[src/rtl/pulse_stretch.sv]
// pulse_stretch: turns single-cycle request strobes into fixed-width output
// pulses with a guaranteed low gap between back-to-back pulses. Requests
// arriving while a pulse is in flight are held in a saturating pending count.
// A request dropped because the count is full sets a sticky ovf flag.
//
// Optional build macro: PULSE_STRETCH_RETRIG_EN
//   defined   - a strobe during HIGH reloads the high counter (retrigger)
//               instead of queuing. Strobes during GAP still queue.
//   undefined - every strobe that cannot start a pulse at once is queued.
//
// Request interface: 'in' is a plain strobe with no back-pressure. Every clk
// edge that samples in=1 is exactly one request. It is either started at
// once, queued, merged into the running pulse (retrigger build), or dropped
// with ovf set.
module pulse_stretch #(
  parameter int HIGH_CYC = 5,
  parameter int GAP_CYC  = 2,
  parameter int PEND_W   = 4
) (
  input  logic              clk,
  input  logic              rst_n,
  input  logic              in,
  input  logic              clr_ovf,
  output logic              out,
  output logic              busy,
  output logic [PEND_W-1:0] pend,
  output logic              ovf
);

  localparam int MAX_HG  = (HIGH_CYC > GAP_CYC) ? HIGH_CYC : GAP_CYC;
  localparam int MAX_CYC = (MAX_HG > 2) ? MAX_HG : 2;
  localparam int CW      = $clog2(MAX_CYC);

  localparam logic [CW-1:0] HIGH_LOAD = CW'(HIGH_CYC - 1);
  localparam logic [CW-1:0] GAP_LOAD  = (GAP_CYC > 0) ? CW'(GAP_CYC - 1) : '0;
  localparam bit            GAP_EN    = (GAP_CYC > 0);

  localparam logic [1:0] ST_IDLE = 2'd0;
  localparam logic [1:0] ST_HIGH = 2'd1;
  localparam logic [1:0] ST_GAP  = 2'd2;

  if (HIGH_CYC < 1) begin : g_bad_high_cyc
    $error("pulse_stretch: HIGH_CYC must be >= 1");
  end

  logic [1:0]        state, state_d;
  logic [CW-1:0]     cnt, cnt_d;
  logic [PEND_W-1:0] pend_d;
  logic              ovf_d;
  logic              take;      // a pulse starts on this edge
  logic              retrig;    // strobe absorbed by reloading the high counter
  logic              cnt_zero;
  logic              pend_any;
  logic              pend_full;

  assign cnt_zero  = (cnt == '0);
  assign pend_any  = (pend != '0);
  assign pend_full = &pend;

`ifdef PULSE_STRETCH_RETRIG_EN
  assign retrig = in && (state == ST_HIGH);
`else
  assign retrig = 1'b0;
`endif

  // Next state and cycle counter; 'take' marks a pulse start that consumes
  // either a queued request or the strobe arriving this cycle.
  always_comb begin
    state_d = state;
    cnt_d   = cnt;
    take    = 1'b0;
    case (state)
      ST_IDLE: begin
        if (in) begin
          state_d = ST_HIGH;
          cnt_d   = HIGH_LOAD;
          take    = 1'b1;
        end
      end
      ST_HIGH: begin
        if (retrig) begin
          cnt_d = HIGH_LOAD;
        end else if (!cnt_zero) begin
          cnt_d = cnt - 1'b1;
        end else if (GAP_EN) begin
          state_d = ST_GAP;
          cnt_d   = GAP_LOAD;
        end else if (pend_any || in) begin
          // No gap configured: chain straight into the next pulse.
          cnt_d = HIGH_LOAD;
          take  = 1'b1;
        end else begin
          state_d = ST_IDLE;
        end
      end
      ST_GAP: begin
        if (!cnt_zero) begin
          cnt_d = cnt - 1'b1;
        end else if (pend_any || in) begin
          state_d = ST_HIGH;
          cnt_d   = HIGH_LOAD;
          take    = 1'b1;
        end else begin
          state_d = ST_IDLE;
        end
      end
      default: begin
        state_d = ST_IDLE;
        cnt_d   = '0;
      end
    endcase
  end

  // Pending-count bookkeeping. A start drains the queue before it looks at
  // the new strobe, so a strobe arriving with a start only bypasses the
  // queue when the queue is empty; otherwise the count stays level.
  always_comb begin
    pend_d = pend;
    ovf_d  = ovf;
    if (take) begin
      if (pend_any && !in) begin
        pend_d = pend - 1'b1;
      end
    end else if (in && !retrig) begin
      if (pend_full) begin
        ovf_d = 1'b1;
      end else begin
        pend_d = pend + 1'b1;
      end
    end
    // A fresh overflow outranks a clear in the same cycle.
    if (clr_ovf && !(ovf_d && !ovf)) begin
      ovf_d = 1'b0;
    end
  end

  // State, counter, queue and registered outputs; reset drops everything.
  always_ff @(posedge clk or negedge rst_n) begin
    if (!rst_n) begin
      state <= ST_IDLE;
      cnt   <= '0;
      out   <= 1'b0;
      busy  <= 1'b0;
      pend  <= '0;
      ovf   <= 1'b0;
    end else begin
      state <= state_d;
      cnt   <= cnt_d;
      out   <= (state_d == ST_HIGH);
      busy  <= (state_d != ST_IDLE);
      pend  <= pend_d;
      ovf   <= ovf_d;
    end
  end

endmodule

[config.mk]
export PLATFORM = sky130hd
export DESIGN_NAME = pulse_stretch
export DESIGN_NICKNAME = d
export VERILOG_FILES = /design/src/rtl/pulse_stretch.sv
export SDC_FILE = /design/constraint.sdc
export NUM_CORES = 1
export LEC_CHECK = 0
export ABC_AREA = 1
export CELL_PAD_IN_SITES_DETAIL_PLACEMENT = 2
export CELL_PAD_IN_SITES_GLOBAL_PLACEMENT = 2
export CORE_MARGIN = 10
export CORE_UTILIZATION = 31
export DETAILED_ROUTE_END_ITERATION = 10
export PLACE_DENSITY = 0.82
export SLEW_MARGIN = 15
export SYNTH_ARGS = -nofsm -noshare
export SYNTH_HDL_FRONTEND = slang
export SYNTH_SLANG_ARGS = --single-unit
[constraint.sdc]
create_clock -name clk -period 4.55 [get_ports clk]
set_input_delay 0.6825 -clock clk [delete_from_list [all_inputs] [get_ports clk]]
set_output_delay 0.6825 -clock clk [all_outputs]
set_load 0.01 [all_outputs]
==> Yosys cells after proc, flatten, opt, wreduce, memory -nomap -nowiden <==
Cells that the tools add are included.
{ "op_classes": {"add_sub_neg": 3, "n_eq_ne": 7, "n_mux": 22, "reduce_logical": 15} }
{ "ops": {"columns": ["op", "n"], "rows": [
  ["4-bit two-way mux", 4],
  ["3-bit two-way mux", 4],
  ["3-bit one-hot mux with 3 select lines", 1],
  ["1-bit two-way mux", 8],
  ["2-bit two-way mux", 3],
  ["2-bit one-hot mux with 3 select lines", 1],
  ["4-bit by 1-bit adder with 4-bit output (second input constant)", 1],
  ["2-bit by 1-bit equality test with 1-bit output (second input constant)", 2],
  ["2-bit inequality test (second input constant)", 2],
  ["4-bit AND reduction", 1],
  ["2-bit nonzero test", 2],
  ["4-bit nonzero test", 1],
  ["4-bit by 1-bit subtractor with 4-bit output (second input constant)", 1],
  ["1-bit logical AND", 3],
  ["1-bit zero test", 3],
  ["3-bit zero test", 1],
  ["3-bit inequality test (second input constant)", 1],
  ["3-bit AND reduction", 1],
  ["3-bit by 1-bit subtractor with 3-bit output (second input constant)", 1],
  ["2-bit equality test (second input constant)", 1],
  ["2-bit zero test", 1],
  ["2-bit by 1-bit inequality test with 1-bit output (second input constant)", 1],
  ["1-bit one-hot mux with 2 select lines", 1],
  ["2-bit AND reduction", 1],
  ["1-bit logical OR", 1]
]} }
{ "totals": {"ff_bits": 12, "inputBits": 4, "out_inout_bits": 7, "word_cells": 53} }

==> Logic depth before layout (Yosys ltp) <==
Gate-level depths: netlist (run 1).
{ "depth": {"word_depth": 10, "depth_mapped": 15, "depth_no_buf": 15} }

==> Least setup slack after synthesis (run 1) <==
OpenSTA, ideal clock, no wires.
{ "synth_path": {"kind": "input-to-reg", "from": "in in", "to": "reg pend[2]", "setup_time_ns": 0.117, "arrival_ns": 1.717, "required_time_ns": 4.433, "setup_slack_ns": 2.715, "cell_stages": 13, "n_path_buf": 0, "cell_sequence": "inv_1 > nand4_2 > nand2_4 > nand2_1 > nand2_1 > inv_1 > ha_1 > inv_1 > nand2_1 > inv_1 > nand2_1 > nand3_1 > nand2_1"} }
{ "synth_between": {"elab_chain_len": 6, "elab_cells_between_ends": 12, "cone_classes": "eq/ne: 2; mux: 5; reduce/logical: 5"} }
{ "synth_rtl": {"columns": ["item", "line_no", "rtl"], "rows": [
  ["start, declared", "22", "input logic in,"],
  ["1-bit logical OR", "99", "end else if (pend_any || in) begin"],
  ["1-bit two-way mux", "99", null],
  ["1-bit two-way mux", "97", "if (!cnt_zero) begin"],
  ["1-bit one-hot mux with 2 select lines", "72", "case (state)"],
  ["2-bit by 1-bit inequality test with 1-bit output (no line), or another cell as far along", null, null],
  ["3-bit AND reduction (no line)", null, null],
  ["end signal, assigned", "151", "pend <= pend_d;"],
  ["end, declared", "26", "output logic [PEND_W-1:0] pend,"]
]} }
Several ways; a longest one is shown, not always the timed one.
A chain may end at the register's enable or synchronous reset.

==> Final worst setup path (run 1) <==
Same ends and word-level chain as after synthesis.

==> impl_results.md, run 1 <==
* Initial DRT Pass Iterations at 3
* CTS Buffer Depth at 2
* Clock root cell: clkbuf_4
* CTS resizes at 0
* Ranking of synthesized cells by area: dfrtp_1 (42%), nand2_1 (13%), inv_1 (9.0%)
* DRC errors left at 0
* Critical Path Max Stage Delay at 0.45 ns
* Vias in the first global route at 760
* CP max FO at 9
* P per Cell Area at 764.3 nW/µm²
* Sequential-to-total area share from yosys stat at 42.18%
* Share of post-route cells with drive strength above 1 at 10.48%
* Endpoints failing setup at 0
* Yosys warnings at 0
* DRT Wirelength at 1987 µm
* Share of the synthesized area in the top cell type at 42.18%
* Synth area leader: dfrtp_1
* Starting Density at 32.50%
* Placed instance count at 130
* DRT iter0 DRCs at 10
* Cell mode on critical path: nand2_1
* Cell Area, Synth at 711.9 µm²
* Crit path cell chain: clkdlybuf4s50_1 -> inv_1 -> nand4_2 -> nand2_4 -> nand2_1 -> nand2_1 -> inv_1 -> ha_1 -> inv_1 -> nand2_1 -> inv_1 -> nand2_1 -> nand3_1 -> nand2_1
* Antenna violations before repair at 0
* CTS tree: yes
* Critical path class: in2reg
* Core area at 2191 µm²
* DIE AREA at 4613 µm²
* IO Port Bufs at 10
* Post-CTS Hold Buffers at 0
* Number of setup buffers added after CTS at 0
* Endpoint, Worst Hold: cnt[2]
* Clock sink total at 12
* Hold Violations, Final at 0
* Largest net degree at the start of global routing at 13
* Post-Syn Instances at 92
* Worst skew pair latency at 0.27 ns
* Critical Path RT at 4.72 ns
* RSZ-0062 raised after global routing: false
* Setup_tns at 0 ns
* Critical-path top delay cell: clkdlybuf4s50_1
* Maximum vdd drop at 287.2 µV
* Outcome: complete, no violations
* Critical R2R Capture: pend[2]
* Critical path capture point type: register
* Clock slew at reported path FFs at 0.07 ns
* Final GP Congestion at 0.7431
* Die height at 67.92 µm
* Layout Cells excl Fill at 133
* WP data arrival at 2.43 ns
* Clock Skews at 0.003650 ns
* Post-route design area at 869.6 µm²
* Drt wl/cell at 14.94 µm
* H-tree depth at 1
* Worst R2R Start: pend[2]
* Min cycle time layout at 2.263 ns
* Cells on worst reg2reg path at 13
* Worst Slack Setup Final at 2.287 ns
* Antenna viol nets, final at 0
* Leak Pwr at 0.0004408 µW
* Slew HR at 59.00%
* CP Launch Type: input port
* Hold Path Stages at 2
* HPWL Detailed at 1569 µm
* Worst slack, placed at 1.990 ns
* Hold crit path type: reg2reg
* Max-slew violation count at 0
* Post-Syn Nets at 97
* Count of cell types in the netlist at 21
* GRT Resource Usage Total at 10.03%
* Period Utilization, post-route at 49.74%
* R2R Setup Slk at 2.69 ns
* Seq cells post-synth at 12
* Num CTS Buffers at 3
* Area of placed instances at 847.1 µm²
* DR vias/cell at 4.820
* Routed via count at 641
* Syn Area/Cell at 7.738 µm²
* First-pass GRT wire length at 3525 µm
* Final Core Density at 39.69%
* Row cnt at 17
* Antenna Cells at 0
* Final-stage net count at 112
* Area Overhead vs Synth at 22.14%
* MaxCap Viol Count at 0
* Worst-Margin Slew at 0.6130 ns
* Hold_sp: cnt[2]
* Fmax at 441.9 MHz
* Overflow after GRT at 0
* Die extent in x at 67.92 µm
* # IOs at 11
==> cells in the mapped netlist (all sizes together) <==
cell type	instances
a21oi	3
a22o	1
a31oi	1
dfrtp	12
ha	1
inv	18
nand2	26
nand3	6
nand4	3
nor2	6
nor3	2
o21ai	9
or2	2
xor2	2
==> cells by family after synthesis <==
kind of cell	count (synthesis)	share of synthesized area (%)
compound gates	14	12.13
xor+xnor	2	2.461
fa+ha+maj	1	1.757
buf+inv	18	9.490
flops	12	42.18
simple gates	45	31.98
==> through the flow <==
| stage | total power (µW) | hold WS [ns] |
|---|---|---|
| after floorplan | 457.6 | 0.3869 |
| after global placement | 574.9 | 0.4930 |
| after global routing | 745.0 | 0.5514 |
| after detailed placement | 605.6 | 0.5161 |
| final | 664.6 | 0.5349 |
| after CTS | 679.4 | 0.5335 |
==> layer usage <==
metal	track usage (%)	vias to the layer above	part of all wire, %
met2	17.67	8	51
li1	-	316	-
met4	4.523	0	2.1
met1	10.73	313	43
met5	0	-	0
met3	3.100	4	4.7
==> layout by cell type, fill, tap and decap left out <==
master,n
nand2_1,24
inv_1,17
dfrtp_1,12
clkdlybuf4s50_1,10
o21ai_0,9
nand3_1,5
nor2_1,4
clkbuf_4,3
nand2_4,2
or2_1,2
nand4_1,2
nor3_1,2
a21oi_1,2
xor2_1,2
inv_2,1
nor2_4,1
nand3_2,1
nand4_2,1
nor2_2,1
a21oi_4,1
a22o_1,1
a31oi_1,1
ha_1,1
==> layout make-up <==
class                           instances  area (µm²)
Timing Repair Buffer                   10       100.1
Tap cell                               28       35.03
Multi-Input combinational cell         62       344.1
Fill cell                             259        1321
Clock buffer                            3       22.52
Inverter                               18       67.56
Sequential cell                        12       300.3
==> power breakdown <==
group / leakage, µW / internal, µW / switching, µW
Combinational: 0.000281 / 154 / 229
Sequential: 0.000146 / 159 / 54.7
Clock: 0.0000138 / 30.7 / 37.2
==> registers in the layout (all words and copies together) (netlist names) <==
signal	cells
pend	4
busy	1
state	2
cnt	3
ovf	1
out	1
==> worst max path at each step <==
stage,startpoint,end,slack [ns]
3_5_place_dp,in,pend[2],1.99
5_1_grt,in,pend[2],2.08
2_1_floorplan,in,pend[2],2.72
3_3_place_gp,in,pend[2],2.06
6_report,in,pend[2],2.29
4_1_cts,in,pend[2],2.26
==> critical path, delay by kind of cell <==
kind          cells  cell delay (ns)
simple gates      8             0.79
buf+inv           5             0.78
fa+ha+maj         1             0.17
No activity file was read; power rests on OpenSTA's default activity.
==> run 2, diff against run 1 <==
Settings changed: CORE_UTILIZATION 31 to 26, PLACE_DENSITY 0.82 to 0.74.
Clock period 4.55 ns to 1.9 ns, I/O delays scaled along.
==> run 2 against run 1 <==
- critical path depth decreased by 5
- die area is 13% higher
- count of clock-buffer cells in the layout rose by 1
- combinational power grew to 2.5 times the previous value
- power grew to 2.5 times the previous value
- critical path type is now reg2reg
- largest cell class unchanged
- largest power group unchanged
- highest routed layer unchanged
==> impl_results.md, run 2 (same netlist as run 1, synthesis figures left out) <==
* Clock slew at reported path FFs at 0.09 ns (was 0.07 ns)
* Period Utilization, post-route at 87.02%
* Most flop-heavy register: pend (unchanged)
* Routed via count at 670 (was 641)
* Antenna violations before repair at 0 (unchanged)
* Crit path cell chain: inv_1 -> nand4_2 -> nand2_4 -> nand2_1 -> nand2_1 -> inv_1 -> ha_1 -> nand2_1 -> o21ai_0 (was clkdlybuf4s50_1 -> inv_1 -> nand4_2 -> nand2_4 -> nand2_1 -> nand2_1 -> inv_1 -> ha_1 -> inv_1 -> nand2_1 -> inv_1 -> nand2_1 -> nand3_1 -> nand2_1)
* CTS resizes at 0 (unchanged)
* Die extent in x at 72.33 µm (was 67.92 µm)
* Initial DRT Pass Iterations at 4 (was 3)
* DR vias/cell at 4.786 (was 4.820)
* P per Cell Area at 1833 nW/µm² (was 764.3 nW/µm²)
* Critical-path top delay cell: dfrtp_1 (was clkdlybuf4s50_1)
* Leak Pwr at 0.0004654 µW (was 0.0004408 µW)
* Clock sink total at 12 (unchanged)
* CTS tree: yes (unchanged)
* Critical R2R Capture: pend[1] (was pend[2])
* Max FFs per register at 4 (unchanged)
* Fmax at 604.8 MHz
* Share of post-route cells with drive strength above 1 at 16.36% (was 10.48%)
* CP Launch Type: register (was input port)
* Critical Path Max Stage Delay at 0.44 ns (was 0.45 ns)
* Hold slack final at 0.3710 ns (was 0.5349 ns)
* Critical Path RT at 2.04 ns (was 4.72 ns)
* Worst-Margin Slew at 0.5770 ns (was 0.6130 ns)
* Endpoints failing setup at 0 (unchanged)
* Area Overhead vs Synth at 29.17% (was 22.14%)
* Worst skew pair latency at 0.27 ns (about the same)
* Final GP Congestion at 0.7189 (was 0.7431)
* Cell mode on critical path: nand2_1 (unchanged)
* Buffers & Inverters on Critical Path at 2 (was 5)
* Outcome: complete, no violations (unchanged)
* DRT iter0 DRCs at 11 (was 10)
* First-pass GRT wire length at 3677 µm (was 3525 µm)
* Max-slew violation count at 0 (unchanged)
* Critical path capture point type: register (unchanged)
* Delay-heaviest family, CP: simple AND/OR/NAND/NOR gates (unchanged)
* H-tree depth at 1 (unchanged)
* Drt wl/cell at 14.53 µm (was 14.94 µm)
* Worst R2R Start: pend[2] (unchanged)
* Setup_tns at 0 ns (unchanged)
* Critical path class: reg2reg (was in2reg)
* Min cycle time layout at 1.653 ns
* MaxCap Viol Count at 0 (unchanged)
* DIE AREA at 5231 µm² (was 4613 µm²)
* GRT Resource Usage Total at 8.643% (was 10.03%)
* # IOs at 11 (unchanged)
* CP max FO at 6 (was 9)
* Vias in the first global route at 774 (was 760)
* DRC errors left at 0 (unchanged)
* Die height at 72.33 µm (was 67.92 µm)
* Slew HR at 61.41% (was 59.00%)
* Cells on worst reg2reg path at 9 (was 13)
* Antenna viol nets, final at 0 (unchanged)
* Post-CTS Hold Buffers at 0 (unchanged)
* Final-stage net count at 116 (was 112)
* Commonest cells after routing, fill and taps aside: nand2_1 (24), inv_1 (17), dfrtp_1 (11) (was nand2_1 (24), inv_1 (17), dfrtp_1 (12))
* Maximum vdd drop at 652.5 µV (was 287.2 µV)
* Num CTS Buffers at 3 (unchanged)
* Overflow after GRT at 0 (unchanged)
* Largest net degree at the start of global routing at 13 (unchanged)
* Clock Skews at 0.007330 ns (was 0.003650 ns)
* Core area at 2545 µm² (was 2191 µm²)
* Starting Density at 27.97% (was 32.50%)
* Antenna Cells at 0 (unchanged)
* Most common cell after layout, fill and taps aside: nand2_1 (unchanged)
* # fillers at 309 (was 259)
* Hold crit path type: in2async (was reg2reg)
* IO Port Bufs at 10 (unchanged)
* Row cnt at 18 (was 17)
* Number of setup buffers added after CTS at 0 (unchanged)
* Top flop regs: pend x4, cnt x3, state x2 (unchanged)
* CTS Buffer Depth at 2 (unchanged)
* R2R Setup Slk at 0.25 ns (was 2.69 ns)
* DRT Wirelength at 2034 µm (was 1987 µm)
* HPWL Detailed at 1596 µm (was 1569 µm)
* RSZ-0062 raised after global routing: false (unchanged)
* Clock root cell: clkbuf_4 (unchanged)
* Hold Violations, Final at 0 (unchanged)
* WP data arrival at 1.80 ns (was 2.43 ns)
==> run 2: routing by layer <==
metal  wire length (µm)  GRT usage (%)  up-vias
met2               1071          15.65       11
met1                860          9.282      329
li1                   -              -      328
met3                 84          2.721        2
met4                 18          2.581        0
met5                  0              0        -
==> run 2: worst register-to-register path, stage by stage (launching register included) <==
cell and delay, ns:
dfrtp_1 0.44, inv_1 0.20, nand4_2 0.19, nand2_4 0.11, nand2_1 0.05, nand2_1 0.05, inv_1 0.04, ha_1 0.27
nand2_1 0.07, o21ai_0 0.11
==> run 2: final cells by class <==
| cell class | instances | area, µm² | area share (%) |
|---|---|---|---|
| multi-input cells | 62 | 346.6 | 37.69 |
| well taps | 30 | 37.54 | 4.082 |
| repair buffers | 14 | 130.1 | 14.15 |
| inverters | 18 | 67.56 | 7.347 |
| flip-flops and latches | 12 | 301.5 | 32.79 |
| clock buffers | 4 | 36.28 | 3.946 |
==> run 2: report_power, final <==
part | leakage, µW | internal, µW | switching (µW)
Clock | 0.0000210 | 116 | 95.5
Combinational | 0.000300 | 403 | 564
Sequential | 0.000145 | 382 | 124
Total | 0.000465 | 902 | 784
==> run 2: worst max path at each step <==
stage | from | endpoint | slack (ns) | cells past startpoint
detailed placement | in | pend[2] | 0.01 | 13
finish | pend[2] | pend[1] | 0.25 | 9
global route | state[0] | pend[2] | 0.002 | 13
global placement | in | pend[2] | 0.07 | 13
floorplan | pend[0] | pend[2] | 0.27 | 13
CTS | cnt[1] | pend[1] | 0.20 | 9
==> run 2: per-stage QoR <==
stage	std cells	utilization, %	instance area, µm²	power [µW]	setup WS (ns)
finish	140	36.14	919.6	1686	0.2466
detailed placement	136	34.56	879.6	1478	0.01349
floorplan	92	-	711.9	1096	0.2670
global route	140	36.14	919.6	1886	0.001859
global placement	136	34.56	879.6	1426	0.07340
CTS	140	35.99	915.9	1715	0.2004
==> RTL change, RTL diff (flow settings as in run 2) <==
Change the parameter `HIGH_CYC` from 5 to 10.
--- a/src/rtl/pulse_stretch.sv
+++ b/src/rtl/pulse_stretch.sv
@@ -15,3 +15,3 @@
 module pulse_stretch #(
-  parameter int HIGH_CYC = 5,
+  parameter int HIGH_CYC = 10,
   parameter int GAP_CYC  = 2,
Check against the original RTL: not equivalent (a bounded check fails within 10 cycles, from zero or initial values and one cycle with rst_n low).
==> RTL change against run 2 <==
Die area is 6.7% higher; sequential power is 8.3% higher; routed wire length is 17% higher; sequential cell count is 1 higher; synthesized area is 9.3% higher; setup slack worse by 0.064 ns; clock power is 8% lower; count of clock-buffer cells in the layout is 1 lower; cell area is 16% higher; hold slack better by 0.0047 ns; power is 12% higher; critical path type unchanged.
==> RTL change: results (changes against run 2) <==
post-place instance area 977 um^2 (+11%); r2r endpoint pend[2]$_DFFE_PN0P_; met3 usage 2.10% (-0.62 points); first-pass GRT wire length 3970 um (+8.1%); synth cell count leaders nand2_1 (18), inv_1 (15), dfrtp_1 (13), nand3_1 (10), nor2_1 (7); number of fill cells 338 (+9.4%); reg2reg start cnt[0]$_DFFE_PN0P_; actual slew at the worst max-slew pin 0.642 ns (+0.0649 ns); FF-to-FF setup slack 0.18 ns (-0.06 ns); arrival time worst endpoint 1.92 ns (+0.12 ns); Logic pwr share 60.6% (+3.2 points); total track usage 9.54% (+0.90 points); status finished clean; Synth Net Count 103 (+6.2%); r2r worst-path depth 13 (+4); placed cell count 146 (+7.4%); CP Max Fanout 2 (-4); Seq/Total Area, Yosys 41.8% (-0.38 points); vias per cell 4.80 (+0.38%); largest net degree at the start of global routing 14 (+1); Min Hold Slack 0.376 ns (+0.00469 ns); final net count 129 (+11%); Final Skew 0.00249 ns (-0.00484 ns); detailed placement HPWL 1800 um (+13%); Skew-Pair Late Insertion Delay 0.30 ns (+0.03 ns); Top Registers cnt: 4 flops, pend: 4 flops, state: 2 flops; met3 wire len 71 um (-15%); Seq pwr share 29.0% (-1.0 points); compound-gate portion of the synthesized area 7.07% (-5.1 points); Area contributors post-synth dfrtp_1 (42%), nand2_1 (8.7%), inv_1 (7.2%); Total Wirelength 2390 um (+17%); Synth cell types 19 (-9.5%); RePlAce Congestion 0.776 (+7.9%); Int Power 0.00101 W (+12%); vias in the first global route 827 (+6.8%); via count 735 (+9.7%); Synth Area in XOR/XNOR 3.38% (+0.92 points); M1 GR Usage 10.3% (+0.98 points); VDD IR max 0.000632 V (-3.2%); area share of fa/ha/maj cells after synthesis 3.22% (+1.5 points); static leakage 0.500 nW (+7.4%)
==> RTL change: changes by cell type after synthesis, sizes merged, moves of 3 or more <==
cell,delta
o22ai,+3
nor2,+6
nand3,+8
a21oi,-3
o21ai,-3
==> RTL change: how the worst max path moves through the flow <==
| stage | startpoint | endpoint | slack (ns) | cells past startpoint |
|---|---|---|---|---|
| floorplan | cnt[0]$_DFFE_PN0P_ | pend[2]$_DFFE_PN0P_ | 0.1 | 13 |
| global placement | in | pend[2]$_DFFE_PN0P_ | -0.009 | 12 |
| detailed placement | in | pend[2]$_DFFE_PN0P_ | -0.07 | 13 |
| CTS | cnt[1]$_DFFE_PN0P_ | pend[2]$_DFFE_PN0P_ | 0.04 | 13 |
| global route | cnt[1]$_DFFE_PN0P_ | pend[2]$_DFFE_PN0P_ | 0.03 | 14 |
| finish | cnt[0]$_DFFE_PN0P_ | pend[2]$_DFFE_PN0P_ | 0.18 | 13 |
==> RTL change: cell type report <==
type / count / area [um^2] / share of cell area (%)
Clock buffer: 3 / 22.5 / 2.11
Clock inverter: 1 / 5.00 / 0.468
Inverter: 16 / 60.1 / 5.61
Multi-Input combinational cell: 68 / 433 / 40.5
Sequential cell: 13 / 328 / 30.6
Tap cell: 31 / 38.8 / 3.63
Timing Repair Buffer: 21 / 183 / 17.1
==> RTL change: cell families after synthesis <==
family	count (synthesis)
and+or+nand+nor	54
buffers and inverters	16
DFF	13
AOI/OAI and AO/OA	9
xor gates and xnor gates	3
adders and majority gates	2
==> RTL change: critical path, stage by stage (launching register included) <==
cell	delay (ns)
dfrtp_1	0.40
inv_2	0.09
ha_4	0.15
nand3_4	0.08
nand2_4	0.07
nand2_2	0.06
xor2_1	0.14
ha_2	0.17
nor2_1	0.11
nand3_1	0.09
nand2_2	0.08
nand3_1	0.07
nand2_1	0.07
inv_1	0.03
